File: src/rtl/vram_write_arbiter.sv
// ============================================================================
// vram_write_arbiter
// ----------------------------------------------------------------------------
// Purpose
//   Shares the single-port name RAM (64x64 tile map, one word per tile) between
//   display scan fetches and CPU writes. The RAM makes one access per dot_clk.
//   A scan fetch always gets the RAM in its cycle. CPU writes are buffered in a
//   small FIFO and retire in slots the display does not use, in the order they
//   arrived. All RAM-side signals leave through one output register, so every
//   RAM access appears one cycle after it is arbitrated. The display pipeline
//   accounts for that extra cycle.
//
// Configuration
//   VRAM_BLANK_ONLY_EN  When defined, CPU writes retire only while 'blank' is
//                       high, even in cycles with no scan fetch. When it is
//                       undefined, 'blank' is ignored and writes use every
//                       non-fetch slot.
//
// Parameters
//   DEPTH   CPU write FIFO entries (power of two, >= 2)
//   ADDR_W  RAM word address width
//   DATA_W  RAM word width ({tile_name[7:0], tile_attr[7:0]})
//
// Ports
//   dot_clk    in   pixel clock; the only clock
//   reset      in   synchronous, active-high
//   cpu_valid  in   CPU write request
//   cpu_addr   in   CPU write word address
//   cpu_data   in   CPU write data
//   cpu_ready  out  FIFO can accept; a transfer is cpu_valid & cpu_ready
//   scan_fetch in   display needs the RAM this cycle
//   scan_addr  in   display read address
//   blank      in   display in blanking (used only with VRAM_BLANK_ONLY_EN)
//   ram_addr   out  registered RAM address
//   ram_we     out  registered RAM write enable
//   ram_wdata  out  registered RAM write data
//   pending    out  FIFO occupancy, 0..DEPTH
//   overflow   out  sticky: cpu_valid seen while the FIFO was full
// ============================================================================
module vram_write_arbiter #(
    parameter int DEPTH  = 4,
    parameter int ADDR_W = 12,
    parameter int DATA_W = 16
) (
    input  logic                     dot_clk,
    input  logic                     reset,

    input  logic                     cpu_valid,
    input  logic [ADDR_W-1:0]        cpu_addr,
    input  logic [DATA_W-1:0]        cpu_data,
    output logic                     cpu_ready,

    input  logic                     scan_fetch,
    input  logic [ADDR_W-1:0]        scan_addr,
    input  logic                     blank,

    output logic [ADDR_W-1:0]        ram_addr,
    output logic                     ram_we,
    output logic [DATA_W-1:0]        ram_wdata,

    output logic [$clog2(DEPTH):0]   pending,
    output logic                     overflow
);

    localparam int PTR_W = $clog2(DEPTH);
    localparam int CNT_W = PTR_W + 1;

    typedef struct packed {
        logic [ADDR_W-1:0] addr;
        logic [DATA_W-1:0] data;
    } wr_entry_t;

    // ------------------------------------------------------------------------
    // FIFO storage and pointers
    // ------------------------------------------------------------------------
    wr_entry_t        fifo_mem [DEPTH];
    logic [PTR_W-1:0] wr_ptr;
    logic [PTR_W-1:0] rd_ptr;
    wr_entry_t        head;

    // ------------------------------------------------------------------------
    // Arbitration decisions for the current cycle
    // ------------------------------------------------------------------------
    logic             write_ok;
    logic             push;
    logic             pop;
    logic [CNT_W-1:0] pending_nxt;

`ifdef VRAM_BLANK_ONLY_EN
    assign write_ok = blank;
`else
    // blank has no function in this build; it is kept only so both builds
    // share one port list.
    logic unused_blank;
    assign unused_blank = blank;
    assign write_ok     = 1'b1;
`endif

    // Readiness comes only from registered occupancy, so a pop in the same
    // cycle cannot open a slot for a push while the FIFO is full.
    assign cpu_ready = (pending != CNT_W'(DEPTH));
    assign push      = cpu_valid & cpu_ready;

    // An entry pushed this cycle is not yet counted in 'pending', so the
    // earliest it can retire is the next cycle.
    assign pop       = ~scan_fetch & (pending != '0) & write_ok;

    assign head      = fifo_mem[rd_ptr];

    // NOTE: combinational blocks use blocking '=' and give every output a
    // default at the top, so no path leaves a value unassigned and no latch
    // is inferred. Clocked blocks use non-blocking '<=' so all registers
    // update together from the values they had before the edge.
    always_comb begin
        pending_nxt = pending;
        unique case ({push, pop})
            2'b10:   pending_nxt = pending + CNT_W'(1);
            2'b01:   pending_nxt = pending - CNT_W'(1);
            default: pending_nxt = pending;
        endcase
    end

    // NOTE: the FIFO storage has no reset. Reset clears the pointers and the
    // occupancy, which is enough to make stale entries unreachable, and a
    // reset-free array maps onto plain RAM or register files.
    always_ff @(posedge dot_clk) begin
        if (push) begin
            fifo_mem[wr_ptr] <= '{addr: cpu_addr, data: cpu_data};
        end
    end

    // Pointers are exactly log2(DEPTH) bits wide and wrap on their own
    // because DEPTH is a power of two. The 'pending' count tells full from
    // empty when the two pointers are equal.
    always_ff @(posedge dot_clk) begin
        if (reset) begin
            wr_ptr  <= '0;
            rd_ptr  <= '0;
            pending <= '0;
        end else begin
            if (push) begin
                wr_ptr <= wr_ptr + PTR_W'(1);
            end
            if (pop) begin
                rd_ptr <= rd_ptr + PTR_W'(1);
            end
            pending <= pending_nxt;
        end
    end

    // A rejected request is not lost: the requester keeps cpu_valid high
    // until it is accepted. The flag only records that backpressure happened.
    always_ff @(posedge dot_clk) begin
        if (reset) begin
            overflow <= 1'b0;
        end else if (cpu_valid && !cpu_ready) begin
            overflow <= 1'b1;
        end
    end

    // ------------------------------------------------------------------------
    // RAM output register
    //   scan fetch : drive the display address, read (ram_wdata keeps its value)
    //   pop        : write the FIFO head
    //   otherwise  : no write, address and data keep their values
    // ------------------------------------------------------------------------
    always_ff @(posedge dot_clk) begin
        if (reset) begin
            ram_addr  <= '0;
            ram_we    <= 1'b0;
            ram_wdata <= '0;
        end else if (scan_fetch) begin
            ram_addr  <= scan_addr;
            ram_we    <= 1'b0;
        end else if (pop) begin
            ram_addr  <= head.addr;
            ram_wdata <= head.data;
            ram_we    <= 1'b1;
        end else begin
            ram_we    <= 1'b0;
        end
    end

endmodule

File: config.mk
export PLATFORM = sky130hd
export DESIGN_NAME = vram_write_arbiter
export DESIGN_NICKNAME = d
export VERILOG_FILES = /design/src/rtl/vram_write_arbiter.sv
export SDC_FILE = /design/constraint.sdc
export NUM_CORES = 1
export LEC_CHECK = 0
export ABC_CLOCK_PERIOD_IN_PS = 2200
export CAP_MARGIN = 20
export CELL_PAD_IN_SITES_DETAIL_PLACEMENT = 0
export CELL_PAD_IN_SITES_GLOBAL_PLACEMENT = 2
export CORE_UTILIZATION = 36
export CTS_CLUSTER_DIAMETER = 120
export CTS_CLUSTER_SIZE = 40
export DETAILED_ROUTE_END_ITERATION = 6
export HOLD_SLACK_MARGIN = 0.02
export PLACE_DENSITY = 0.81
export SLEW_MARGIN = 20
export SYNTH_ARGS = -nofsm -noshare
export SYNTH_HDL_FRONTEND = slang
export SYNTH_SLANG_ARGS = --single-unit
export TNS_END_PERCENT = 5
File: constraint.sdc
create_clock -name dot_clk -period 2.2 [get_ports dot_clk]
set_clock_uncertainty 0.2 [all_clocks]
set_input_delay 0.44 -clock dot_clk [delete_from_list [all_inputs] [get_ports dot_clk]]
set_output_delay 0.44 -clock dot_clk [all_outputs]
set_load 0.01 [all_outputs]
==> impl_results.html <==
<table>
<tr><th>Metric</th><th>Value</th></tr>
<tr><th colspan="2">Synth</th></tr>
<tr><td>Flip-flop and latch count after synthesis</td><td>151</td></tr>
<tr><td>Synthesized net count</td><td>365</td></tr>
<tr><td>Yosys warns</td><td>0</td></tr>
<tr><td>Sequential cell area fraction in the yosys report</td><td>72.9%</td></tr>
<tr><td>Number of instances in the synthesized netlist</td><td>314</td></tr>
<tr><td>Post-synthesis instance area</td><td>5680 um2</td></tr>
<tr><td>Average cell area after synthesis</td><td>18.1 um2</td></tr>
<tr><td>Distinct cells, synth</td><td>32</td></tr>
<tr><th colspan="2">Worst setup path</th></tr>
<tr><td>Endpoint class of the critical path</td><td>flip-flop</td></tr>
<tr><td>Worst Path Max Fanout</td><td>4</td></tr>
<tr><td>Critical Setup Path Class</td><td>flip-flop to flip-flop</td></tr>
<tr><td>Crit path cell chain</td><td>or3b_4 -&gt; nand2_4 -&gt; ha_4 -&gt; inv_2 -&gt; fa_2 -&gt; xor2_1 -&gt; or3_1 -&gt; a21oi_2</td></tr>
<tr><td>Critical path data arrival time</td><td>2.37 ns</td></tr>
<tr><td>CP max-delay cell</td><td>or3b_4</td></tr>
<tr><td>Worst Path Required</td><td>2.34 ns</td></tr>
<tr><td>Crit path launch type</td><td>flip-flop</td></tr>
<tr><td>Delay contributed by the slowest stage of the critical path</td><td>roughly 0.39 ns</td></tr>
<tr><th colspan="2">Final layout</th></tr>
<tr><td>Diodes inserted</td><td>0</td></tr>
<tr><td>Number of nets in the layout</td><td>474</td></tr>
<tr><td>Area added between synthesis and finish</td><td>33.6%</td></tr>
<tr><td>Fraction of final layout cells sized beyond drive strength 1</td><td>29.8%</td></tr>
<tr><td>Fill cell total of the finished layout</td><td>1317</td></tr>
<tr><td>Final cell count without fillers</td><td>647</td></tr>
<tr><th colspan="2">Clock network</th></tr>
<tr><td>CTS tree</td><td>built</td></tr>
<tr><td>Clock tree root driver cell</td><td>clkbuf_16</td></tr>
<tr><td>Number of clock buffers inserted by TritonCTS</td><td>17</td></tr>
<tr><td>Hold bufs inserted after CTS</td><td>0</td></tr>
<tr><td>Insertion delay of the later-clocked pin in the worst-skew pair</td><td>0.41 ns</td></tr>
<tr><td># clock sinks</td><td>151</td></tr>
<tr><td>Post-CTS repair timing setup buffer count</td><td>0</td></tr>
<tr><td>CTS max path bufs</td><td>2</td></tr>
<tr><td>Clock transition at the registers of the reported paths</td><td>0.06 ns</td></tr>
<tr><td>Deepest level of the CTS H-tree</td><td>4</td></tr>
<tr><th colspan="2">Floorplanning</th></tr>
<tr><td>Area of the core region</td><td>~15000 um2</td></tr>
<tr><td>I/O pin cnt</td><td>79</td></tr>
<tr><td>Die width</td><td>roughly 130 um</td></tr>
<tr><td>Chip height</td><td>128 um</td></tr>
<tr><td>Initial cell density of the core</td><td>37.1%</td></tr>
<tr><td>Row count</td><td>45</td></tr>
<tr><td>Die area</td><td>16300 um2</td></tr>
<tr><th colspan="2">STA</th></tr>
<tr><td>Rel. slew slack</td><td>between 70 and 80%</td></tr>
<tr><td>Setup repair after global routing missed its margin</td><td>yes</td></tr>
<tr><td>Fin worst setup slack</td><td>-0.0307 ns</td></tr>
<tr><td>Maximum clock rate</td><td>448 MHz</td></tr>
<tr><td>Final setup fails</td><td>1</td></tr>
<tr><td>Hold Worst Slack</td><td>0.272 ns</td></tr>
<tr><td>Worst-Margin Slew</td><td>0.396 ns</td></tr>
<tr><td>Max-slew violation count</td><td>0</td></tr>
<tr><td>Hold Violations, Final</td><td>0</td></tr>
<tr><td>Fin crit share</td><td>101%</td></tr>
<tr><td>Min Clock Period, post-route</td><td>2.23 ns</td></tr>
<tr><th colspan="2">Placed design</th></tr>
<tr><td>Number of buffers inserted by port buffering</td><td>77</td></tr>
<tr><td>DP HPWL</td><td>7.51 mm</td></tr>
<tr><td>Placed instance count</td><td>615</td></tr>
<tr><td>Gpl congestion</td><td>0.686</td></tr>
<tr><th colspan="2">Pwr</th></tr>
<tr><td>Worst IR drop on VDD</td><td>619 uV</td></tr>
<tr><td>Share of total power in sequential cells</td><td>42.5%</td></tr>
<tr><td>Clock network power share</td><td>33.0%</td></tr>
<tr><td>Net switching power</td><td>2.19 mW</td></tr>
<tr><td>Total Power Consumption</td><td>8.51 mW</td></tr>
<tr><td>Ratio of total power to cell area</td><td>1120 nW/um2</td></tr>
<tr><td>Static leakage power</td><td>2.59 nW</td></tr>
<tr><td>Internal power consumption</td><td>6.32 mW</td></tr>
<tr><td>Switching power share of the total</td><td>25.7%</td></tr>
<tr><td>Combinational share of power</td><td>about a quarter</td></tr>
<tr><th colspan="2">Routing</th></tr>
<tr><td>First drt pass iteration count</td><td>7</td></tr>
<tr><td>Wire per inst</td><td>approximately 18 um</td></tr>
<tr><td>Detailed Route WL</td><td>11.3 mm</td></tr>
<tr><td>DRC violation total after the first TritonRoute iteration</td><td>271</td></tr>
<tr><td>Remaining routing DRC violations</td><td>0</td></tr>
<tr><td>Vias per inst</td><td>4.92</td></tr>
<tr><td>Total via count in the routed design</td><td>3182</td></tr>
<tr><td>Antenna viol nets, final</td><td>0</td></tr>
<tr><th colspan="2">GRT</th></tr>
<tr><td>Congestion Overflow GR</td><td>0</td></tr>
<tr><td>Number of antenna violations at the first check in global routing</td><td>0</td></tr>
<tr><td>Tot GR Track Use</td><td>15.0%</td></tr>
<tr><td>Via count of the first global-routing pass</td><td>between 3000 and 4000</td></tr>
<tr><td>Wire length of the first global-routing pass</td><td>17.8 mm</td></tr>
<tr><td>Pin count of the biggest net entering global routing</td><td>29</td></tr>
<tr><th colspan="2">Job</th></tr>
<tr><td>Count of max-cap constraint violations</td><td>0</td></tr>
<tr><th colspan="2">Run status</th></tr>
<tr><td>Status</td><td>complete, but fails checks</td></tr>
<tr><td>Failing checks</td><td>negative setup slack</td></tr>
<tr><th colspan="2">Hold path</th></tr>
<tr><td>Type of the most critical hold path</td><td>flip-flop to flip-flop</td></tr>
</table>
==> cells in the final DEF, fill, tap and decap left out, drive strengths merged <==
| master | synthesis | routed |
|---|---|---|
| and3 | 4 | 4 |
| a211oi | 12 | 12 |
| or3 | 3 | 3 |
| buf | 11 | 34 |
| a311oi | 1 | 1 |
| bufinv | 0 | 2 |
| dfxtp | 39 | 39 |
| fa | 1 | 1 |
| or3b | 1 | 1 |
| clkinvlp | 0 | 2 |
| or4 | 1 | 1 |
| clkbuf | 9 | 20 |
| nor2 | 19 | 19 |
| o21ai | 2 | 2 |
| nor3 | 2 | 2 |
| clkdlybuf4s50 | 0 | 76 |
| a31o | 1 | 1 |
| nor2b | 1 | 1 |
| a22o | 16 | 16 |
| clkinv | 0 | 7 |
| ha | 5 | 5 |
| mux4 | 16 | 16 |
| a222oi | 12 | 12 |
| mux2 | 24 | 24 |
| a21oi | 7 | 7 |
| a21o | 2 | 2 |
| inv | 7 | 8 |
| nand3 | 2 | 2 |
| xor2 | 2 | 2 |
| edfxtp | 112 | 112 |
| a41oi | 1 | 1 |
| nand2 | 1 | 1 |
==> worst paths after layout <==
| kind | end | slack (ns) | startpoint | depth (start not counted) |
|---|---|---|---|---|
| worst max-delay path | pending[2] | -0.03 | pending[2] | 8 |
| worst min-delay path | ram_wdata[10] | 0.27 | ram_wdata[10] | 1 |
| worst max register to register | pending[2] | -0.03 | pending[2] | 8 |
| worst min register to register | ram_wdata[10] | 0.27 | ram_wdata[10] | 1 |
==> synthesized netlist by cell type <==
| cell | n | share of area (%) |
|---|---|---|
| a211oi_2 | 12 | 2.6 |
| a21o_1 | 2 | 0.26 |
| a21oi_1 | 6 | 0.53 |
| a21oi_4 | 1 | 0.29 |
| a222oi_1 | 12 | 2.1 |
| a22o_1 | 16 | 2.5 |
| a311oi_1 | 1 | 0.15 |
| a31o_2 | 1 | 0.15 |
| a41oi_1 | 1 | 0.15 |
| and3_1 | 4 | 0.44 |
| buf_2 | 7 | 0.62 |
| buf_4 | 2 | 0.26 |
| buf_6 | 2 | 0.40 |
| clkbuf_1 | 9 | 0.59 |
| dfxtp_1 | 39 | 14 |
| edfxtp_1 | 112 | 59 |
| fa_1 | 1 | 0.35 |
| ha_1 | 5 | 1.1 |
| inv_1 | 7 | 0.46 |
| mux2_2 | 24 | 4.8 |
| mux4_2 | 16 | 6.3 |
| nand2_1 | 1 | 0.066 |
| nand3_1 | 2 | 0.18 |
| nor2_1 | 19 | 1.3 |
| nor2b_1 | 1 | 0.11 |
| nor3_1 | 1 | 0.088 |
| nor3_2 | 1 | 0.18 |
| o21ai_0 | 2 | 0.18 |
| or3_1 | 3 | 0.33 |
| or3b_1 | 1 | 0.15 |
| or4_1 | 1 | 0.13 |
| xor2_1 | 2 | 0.31 |
==> cell families (layout without fill, tap and decap cells) <==
logic type                 Yosys count  in the layout  share of synthesized area [%]
AOI/OAI and AO/OA                   54             54                           8.94
xor gates and xnor gates             2              2                          0.308
adders and majority gates            6              6                           1.45
buffers and inverters               27            149                           2.33
DFF                                151            151                           72.9
muxes                               40             40                           11.1
and+or+nand+nor                     34             34                           2.93
==> metal layers <==
metal / global-route usage [%] / share of wire, % / vias to the layer above
met5: 0 / 0 / -
met4: 5.40 / 1.0 / 0
met3: 4.19 / 4.6 / 10
met2: 25.4 / 51 / 95
met1: 18.5 / 44 / 1593
li1: - / - / 1484
==> worst max-delay path: cells and delay by family, from the launching register on <==
family | cells | cell delay (ns)
xor+xnor | 1 | 0.15
fa+ha+maj | 2 | 0.47
flops | 1 | 0.35
buf+inv | 1 | 0.04
compound gates | 1 | 0.13
simple gates | 3 | 0.81
==> sequential cells by signal, summed over array words and instances, names as in the netlist, named ones only <==
signal,count
fifo_mem,112
rd_ptr,2
overflow,1
ram_we,1
ram_wdata,16
pending,3
ram_addr,12
wr_ptr,2
==> stage by stage <==
stage	util, %	setup WS (ns)	setup TNS, ns	area, um2
after floorplan	-	-0.0718	-0.0718	5730
after global placement	45.8	-0.257	-2.24	7010
after detailed placement	45.8	-0.308	-2.43	7010
after CTS	49.6	-0.0234	-0.0234	7590
after global routing	49.6	-0.102	-0.102	7590
final	49.6	-0.0307	-0.0307	7590
==> power by group through the flow <==
stage               Clock [mW]  Combinational, mW  Sequential [mW]
floorplan                    0               1.13             3.74
global placement             0               2.07             3.66
detailed placement           0               2.10             3.68
CTS                       2.86               2.11             3.63
global route              2.98               2.24             3.67
finish                    2.81               2.08             3.62
==> layout make-up <==
type	instances	area, um2	share of cell area (%)
sequential	151	4150	54.7
multi-input combinational	136	1440	19.0
timing repair buffer	110	1130	14.8
clock buffer	20	457	6.01
tap	211	264	3.48
clock inverter	12	125	1.65
inverter	7	26.3	0.346
==> what timing repair did <==
action | CTS | global route
setup endpoints to repair | 2 | 1
gates cloned | 0 | 0
gates resized for setup | 6 | 0
No activity file was read; power rests on OpenSTA's default activity.
